**config.mk**
```make
export PLATFORM = sky130hd
export DESIGN_NAME = scroll_layer_ctrl
export DESIGN_NICKNAME = d
export VERILOG_FILES = /design/src/rtl/scroll_layer_ctrl_pkg.sv /design/src/rtl/scroll_layer_ctrl_step_counter.sv /design/src/rtl/scroll_layer_ctrl.sv
export SDC_FILE = /design/constraint.sdc
export NUM_CORES = 1
export LEC_CHECK = 0
export ABC_CLOCK_PERIOD_IN_PS = 4300
export CORE_UTILIZATION = 35
export CTS_CLUSTER_SIZE = 25
export DETAILED_ROUTE_END_ITERATION = 8
export SLEW_MARGIN = 20
export SYNTH_ARGS = -nofsm -noshare
export SYNTH_HDL_FRONTEND = slang
export SYNTH_SLANG_ARGS = --single-unit
```
**constraint.sdc**
```tcl
create_clock -name clk -period 4.3 [get_ports clk]
set_clock_uncertainty 0.1 [all_clocks]
set_input_delay 0.43 -clock clk [delete_from_list [all_inputs] [get_ports clk]]
set_output_delay 0.43 -clock clk [all_outputs]
set_load 0.005 [all_outputs]
```
**src/rtl/scroll_layer_ctrl_pkg.sv**
```systemverilog
// Shared definitions for the layer scroll controller: FSM encodings, per-row
// resting positions and the ypos helper.
package scroll_layer_ctrl_pkg;

    typedef enum logic [1:0] {
        ST_IDLE   = 2'b00,
        ST_SCROLL = 2'b01,
        ST_END    = 2'b10
    } scroll_state_t;

    // Resting y position of each of the five layer rows, in pixels.
    localparam int ROW0_Y_BASE = 25;
    localparam int ROW1_Y_BASE = 175;
    localparam int ROW2_Y_BASE = 325;
    localparam int ROW3_Y_BASE = 475;
    localparam int ROW4_Y_BASE = 625;

    localparam int SHIFT_W = 8;
    localparam int YPOS_W  = 12;

    function automatic logic [YPOS_W-1:0] ypos_of(input int base, input logic [SHIFT_W-1:0] shift);
        return YPOS_W'(base) + YPOS_W'(shift);
    endfunction

endpackage

```
**src/rtl/scroll_layer_ctrl_step_counter.sv**
```systemverilog
// Scroll distance accumulator: holds the current shift and the per-tick step,
// and flags the tick that reaches (or would pass) the scroll distance.
module scroll_step_counter
    import scroll_layer_ctrl_pkg::*;
#(
    parameter int SCROLL_DIST = 150,
    parameter int SPD_W       = 3
) (
    input  logic               clk,
    input  logic               rst_n,
    input  logic               arm,
    input  logic [SPD_W-1:0]   speed,
    input  logic               advance,
    input  logic               clear,
    output logic [SHIFT_W-1:0] shift,
    output logic               reached_end
);

    logic [SPD_W-1:0] step;
    logic [8:0]       sum;

    // Nine-bit sum so a large step near the end saturates instead of wrapping.
    assign sum         = {1'b0, shift} + 9'(step);
    assign reached_end = advance && (sum >= 9'(SCROLL_DIST));

    always_ff @(posedge clk or negedge rst_n) begin
        if (!rst_n) begin
            shift <= '0;
            step  <= SPD_W'(1);
        end else if (arm) begin
            shift <= '0;
            step  <= (speed == '0) ? SPD_W'(1) : speed;
        end else if (clear) begin
            shift <= '0;
        end else if (reached_end) begin
            shift <= SHIFT_W'(SCROLL_DIST);
        end else if (advance) begin
            shift <= sum[SHIFT_W-1:0];
        end
    end

endmodule

```
**src/rtl/scroll_layer_ctrl.sv**
```systemverilog
// Per-layer scroll controller: latches the layer maps and scrolls the layer
// down by SCROLL_DIST pixels. Define SCROLL_PAUSE_EN to add the pause input.
module scroll_layer_ctrl
    import scroll_layer_ctrl_pkg::*;
#(
    parameter int BLOCKS      = 7,
    parameter int Y_BASE      = 25,
    parameter int SCROLL_DIST = 150,
    parameter int SPD_W       = 3
) (
    input  logic                clk,
    input  logic                rst_n,
    input  logic                module_en,
    input  logic                tick,
    input  logic                start,
    input  logic                load,
    input  logic [SPD_W-1:0]    speed,
    input  logic [0:BLOCKS-1]   layer_map_in,
    input  logic [0:BLOCKS-1]   block_type_in,
    input  logic [0:BLOCKS-1]   bonus_map_in,
`ifdef SCROLL_PAUSE_EN
    input  logic                pause,
`endif
    output logic [0:BLOCKS-1]   layer_map_out,
    output logic [0:BLOCKS-1]   block_type_out,
    output logic [0:BLOCKS-1]   bonus_map_out,
    output logic [YPOS_W-1:0]   ypos,
    output logic                busy,
    output logic                done,
    output logic [1:0]          state_dbg
);

    localparam int MW = 3 * BLOCKS;

    scroll_state_t      state_q, state_d;
    logic [MW-1:0]      live_maps, out_q, shadow_q;
    logic               pending_q;
    logic [SHIFT_W-1:0] shift;
    logic               reached_end;
    logic               arm, advance, hold;

`ifdef SCROLL_PAUSE_EN
    assign hold = pause;
`else
    assign hold = 1'b0;
`endif

    assign live_maps = {layer_map_in, block_type_in, bonus_map_in};

    // A start that coincides with a load in IDLE is dropped.
    assign arm     = (state_q == ST_IDLE) && !load && start;
    assign advance = (state_q == ST_SCROLL) && tick && module_en && !hold;

    scroll_step_counter #(
        .SCROLL_DIST (SCROLL_DIST),
        .SPD_W       (SPD_W)
    ) u_step (
        .clk         (clk),
        .rst_n       (rst_n),
        .arm         (arm),
        .speed       (speed),
        .advance     (advance),
        .clear       (state_q == ST_END),
        .shift       (shift),
        .reached_end (reached_end)
    );

    always_ff @(posedge clk or negedge rst_n) begin
        if (!rst_n) state_q <= ST_IDLE;
        else        state_q <= state_d;
    end

    always_comb begin
        state_d = state_q;
        case (state_q)
            ST_IDLE:   if (!load && start) state_d = ST_SCROLL;
            ST_SCROLL: if (reached_end)    state_d = ST_END;
            ST_END:    state_d = ST_IDLE;
            default:   state_d = ST_IDLE;
        endcase
    end

    always_ff @(posedge clk or negedge rst_n) begin
        if (!rst_n) begin
            out_q     <= '0;
            shadow_q  <= '0;
            pending_q <= 1'b0;
        end else begin
            case (state_q)
                ST_IDLE: begin
                    if (load) out_q <= live_maps;
                end
                ST_SCROLL: begin
                    // Visible maps stay frozen mid-scroll; the last load wins.
                    if (load) begin
                        shadow_q  <= live_maps;
                        pending_q <= 1'b1;
                    end
                end
                ST_END: begin
                    pending_q <= 1'b0;
                    if (load || !pending_q) out_q <= live_maps;
                    else                    out_q <= shadow_q;
                end
                default: ;
            endcase
        end
    end

    assign layer_map_out  = out_q[MW-1 -: BLOCKS];
    assign block_type_out = out_q[2*BLOCKS-1 -: BLOCKS];
    assign bonus_map_out  = out_q[BLOCKS-1:0];

    assign ypos      = ypos_of(Y_BASE, shift);
    assign busy      = (state_q != ST_IDLE);
    assign done      = (state_q == ST_END);
    assign state_dbg = state_q;

endmodule

```
==> flow_results.xml <==
<?xml version="1.0" encoding="UTF-8"?>
<metrics>
  <group name="status">
    <metric name="run_status" unit="">finished, final reports clean</metric>
  </group>
  <group name="sta">
    <metric name="pins_over_slew_limit" unit="">0</metric>
    <metric name="final-hold-violation-count" unit="">0</metric>
    <metric name="max_clock_freq" unit="MHz">372.8</metric>
    <metric name="setup_tns" unit="ns">0</metric>
    <metric name="final.period_utilization" unit="">0.6239</metric>
    <metric name="final.hold.worst_slack" unit="ns">0.1437</metric>
    <metric name="relSlewSlack" unit="">0.3283</metric>
    <metric name="worstMarginPinSlew" unit="ns">1.005</metric>
    <metric name="fin_crit" unit="ns">2.683</metric>
    <metric name="timing.final.setup_violations" unit="">0</metric>
    <metric name="grt_setup_unrepaired" unit="">no</metric>
  </group>
  <group name="critical_path">
    <metric name="crit_arrival" unit="ns">2.15</metric>
    <metric name="reg2reg_end" unit="">u_step.shift[1]</metric>
    <metric name="cp_cell_sequence" unit="">ha_1, a21oi_1, nor2b_1, nor2b_1, xor2_1, clkdlybuf4s50_1</metric>
    <metric name="required" unit="ns">3.77</metric>
    <metric name="cp_common_cell" unit="">nor2b_1</metric>
    <metric name="slowest_delay" unit="ns">0.52</metric>
    <metric name="worstRegToRegCells" unit="">8</metric>
    <metric name="cp-start-kind" unit="">register</metric>
    <metric name="regToRegSetupSlack" unit="ns">1.69</metric>
    <metric name="worst_setup_path_end_kind" unit="">primary output</metric>
    <metric name="slowest_stage" unit="">clkdlybuf4s50_1</metric>
    <metric name="critPathKind" unit="">reg -&gt; out</metric>
    <metric name="worst_flop_to_flop_path_startpoint" unit="">u_step.shift[0]</metric>
    <metric name="worstPathMaxFanout" unit="">5</metric>
  </group>
  <group name="worst_hold_path">
    <metric name="worstHoldPathType" unit="">in -&gt; async</metric>
  </group>
  <group name="power">
    <metric name="worst_ir_drop_vdd" unit="V">0.0002246</metric>
    <metric name="areal_power_density_over_the_cells" unit="nW/um^2">492.6</metric>
    <metric name="p_leak" unit="uW">0.001449</metric>
  </group>
  <group name="placed_design">
    <metric name="io_buffers" unit="">63</metric>
    <metric name="routabilityCongestion" unit="">0.8955</metric>
    <metric name="dp.final_hpwl" unit="microns">4084</metric>
  </group>
  <group name="detailed_routing">
    <metric name="drt-total-wl" unit="microns">5751</metric>
    <metric name="num_vias" unit="">2020</metric>
    <metric name="drt_iter0_drc" unit="">120</metric>
    <metric name="vias_per_cell" unit="">4.927</metric>
    <metric name="final_antenna_net_count" unit="">0</metric>
    <metric name="wl_per_cell" unit="microns">14.03</metric>
    <metric name="drtPass1Iterations" unit="">4</metric>
    <metric name="drc_errors" unit="">0</metric>
  </group>
  <group name="final_layout">
    <metric name="finish.utilization" unit="">0.4650</metric>
    <metric name="layout-area-overhead-vs-synth" unit="%">28.69</metric>
    <metric name="post_route_cells_drive_above_1_share" unit="">0.1494</metric>
    <metric name="insertedDiodeCount" unit="">0</metric>
    <metric name="design.final.nets" unit="">342</metric>
  </group>
  <group name="clocking">
    <metric name="cts_post_setup_buffers_inserted" unit="">0</metric>
    <metric name="cts_num_sinks" unit="">56</metric>
    <metric name="cts_tree" unit="">yes</metric>
    <metric name="cts_inserted_buffers" unit="">5</metric>
    <metric name="cts_max_level" unit="">2</metric>
    <metric name="clock_transition_time_at_the_flip_flop_clock_pins_of_the_worst_setup_and_hold_paths" unit="ns">0.10</metric>
    <metric name="clock_root_buffer_master" unit="">clkbuf_8</metric>
    <metric name="hold_buffers" unit="">0</metric>
    <metric name="clock_latency" unit="ns">0.30</metric>
    <metric name="max-clock-path-buffers" unit="">2</metric>
    <metric name="cts_resized" unit="">0</metric>
  </group>
  <group name="logic_synthesis">
    <metric name="synth-seq-area-share" unit="">0.5050</metric>
    <metric name="synth_flop_cell" unit="">dfrtp_1</metric>
    <metric name="synth.cell_area" unit="sq um">2778</metric>
    <metric name="ys.warnings.count" unit="">0</metric>
    <metric name="synth_cell_types" unit="">43</metric>
    <metric name="synth.ff_latch_count" unit="">56</metric>
    <metric name="synthArstFlopShare" unit="">1.000</metric>
    <metric name="synth_enable_flop_cells" unit="">0</metric>
    <metric name="syn_area_per_cell" unit="sq um">11.20</metric>
    <metric name="synthCells" unit="">248</metric>
  </group>
  <group name="die">
    <metric name="die_width" unit="microns">91.09</metric>
    <metric name="fp-row-count" unit="">32</metric>
    <metric name="fp.dieArea" unit="sq um">8296</metric>
    <metric name="dieHeight" unit="microns">91.09</metric>
    <metric name="initial_utilization" unit="">0.3613</metric>
    <metric name="boundaryPins" unit="">67</metric>
    <metric name="core" unit="sq um">7687</metric>
  </group>
  <group name="global_route">
    <metric name="grt_pass1_wl" unit="microns">9860</metric>
    <metric name="number_of_antenna_violations_at_the_first_check_in_global_routing" unit="">0</metric>
    <metric name="overflow" unit="">0</metric>
    <metric name="grt_start_max_net_pins" unit="">57</metric>
    <metric name="grt.total_usage" unit="">0.1487</metric>
    <metric name="first_global_vias" unit="">1973</metric>
  </group>
  <group name="run">
    <metric name="drv_cap" unit="">0</metric>
  </group>
</metrics>
## layout by cell type (no fill, tap or decap), types with 3 or more instances in the layout
master	instances
dfrtp_1	55
nor2_1	10
clkbuf_8	5
conb_1	3
xnor2_1	5
ha_1	4
inv_1	4
clkdlybuf4s50_1	62
nor3_1	3
nand2_1	27
mux2_2	23
nor2b_1	4
a21oi_1	5
mux2i_1	22
nand3_1	7
xor2_1	6
buf_4	3
o21ai_0	26
## per-layer routing
metal	track usage	part of all wire
met1	0.2045	0.48
met3	0.03015	0.039
met4	0.04630	0.017
met2	0.2355	0.46
met5	0	0
## final cells by class
type                            instances  area, sq um
Fill cell                             738         4113
Sequential cell                        56         1403
Tap cell                              102        127.6
Multi-Input combinational cell        174         1296
Clock inverter                          1        8.758
Timing Repair Buffer                   66        648.1
Clock buffer                            7        76.32
Inverter                                4        15.01
## cells by family after synthesis
logic type | synth area share
AND/OR/NAND/NOR | 0.1126
flip-flops | 0.5050
AO/OA/AOI/OAI | 0.1140
multiplexers | 0.1725
buffers and inverters | 0.03468
XOR/XNOR | 0.03468
adder cells (fa/ha/maj) | 0.02523
other | 0.001350
## flip-flops by register name (all words and copies together) (netlist names)
name	count
out_q	21
pending_q	1
shadow_q	21
state_dbg	2
u_step.shift	8
u_step.step	3
## Yosys cell counts (all sizes together), types with 2 or more instances
library cell | count | area, sq um
mux2 | 23 | 259.0
o21a | 2 | 15.01
o2bb2ai | 2 | 17.52
nor2b | 4 | 25.02
nor3b | 3 | 27.52
nor3 | 4 | 25.02
and3 | 2 | 12.51
a221o | 2 | 22.52
nand3 | 7 | 35.03
inv | 4 | 15.01
ha | 4 | 50.05
xnor2 | 5 | 43.79
xor2 | 6 | 52.55
o21ai | 26 | 130.1
buf | 12 | 66.31
a21oi | 6 | 41.29
clkbuf | 4 | 15.01
dfrtp | 55 | 1376
nor2 | 11 | 43.80
nand2 | 27 | 101.4
mux2i | 22 | 220.2
a31oi | 2 | 12.51
## critical path: cells and delay by family, from the launching register on
family | cells | cell delay [ns]
AO/OA/AOI/OAI | 1 | 0.20
XOR/XNOR | 1 | 0.14
adder cells (fa/ha/maj) | 1 | 0.24
buffers and inverters | 1 | 0.52
flip-flops | 1 | 0.47
AND/OR/NAND/NOR | 2 | 0.28
## how the worst max path moves through the flow
stage / start / end / depth (start not counted)
floorplan: u_step.shift[0] / u_step.shift[2] / 8
global placement: load / u_step.shift[2] / 4
detailed placement: u_step.shift[0] / u_step.shift[2] / 8
CTS: u_step.shift[1] / ypos[6] / 6
global route: u_step.shift[1] / ypos[6] / 6
finish: u_step.shift[1] / ypos[6] / 6
## power breakdown
group / internal [uW] / switching, uW
Combinational: 404 / 287
Sequential: 669 / 111
Clock: 117 / 172
Total: 1190 / 570
## through the flow
stage	power, uW	area, sq um	instances	setup slack, ns
final	1761	3575	410	1.617
after global routing	1890	3575	410	1.486
after CTS	1784	3575	410	1.588
after detailed placement	1491	3490	402	1.716
after global placement	1488	3490	402	1.740
after floorplan	1146	2785	250	1.905
Note: power is estimated with default switching activity, not from simulation.
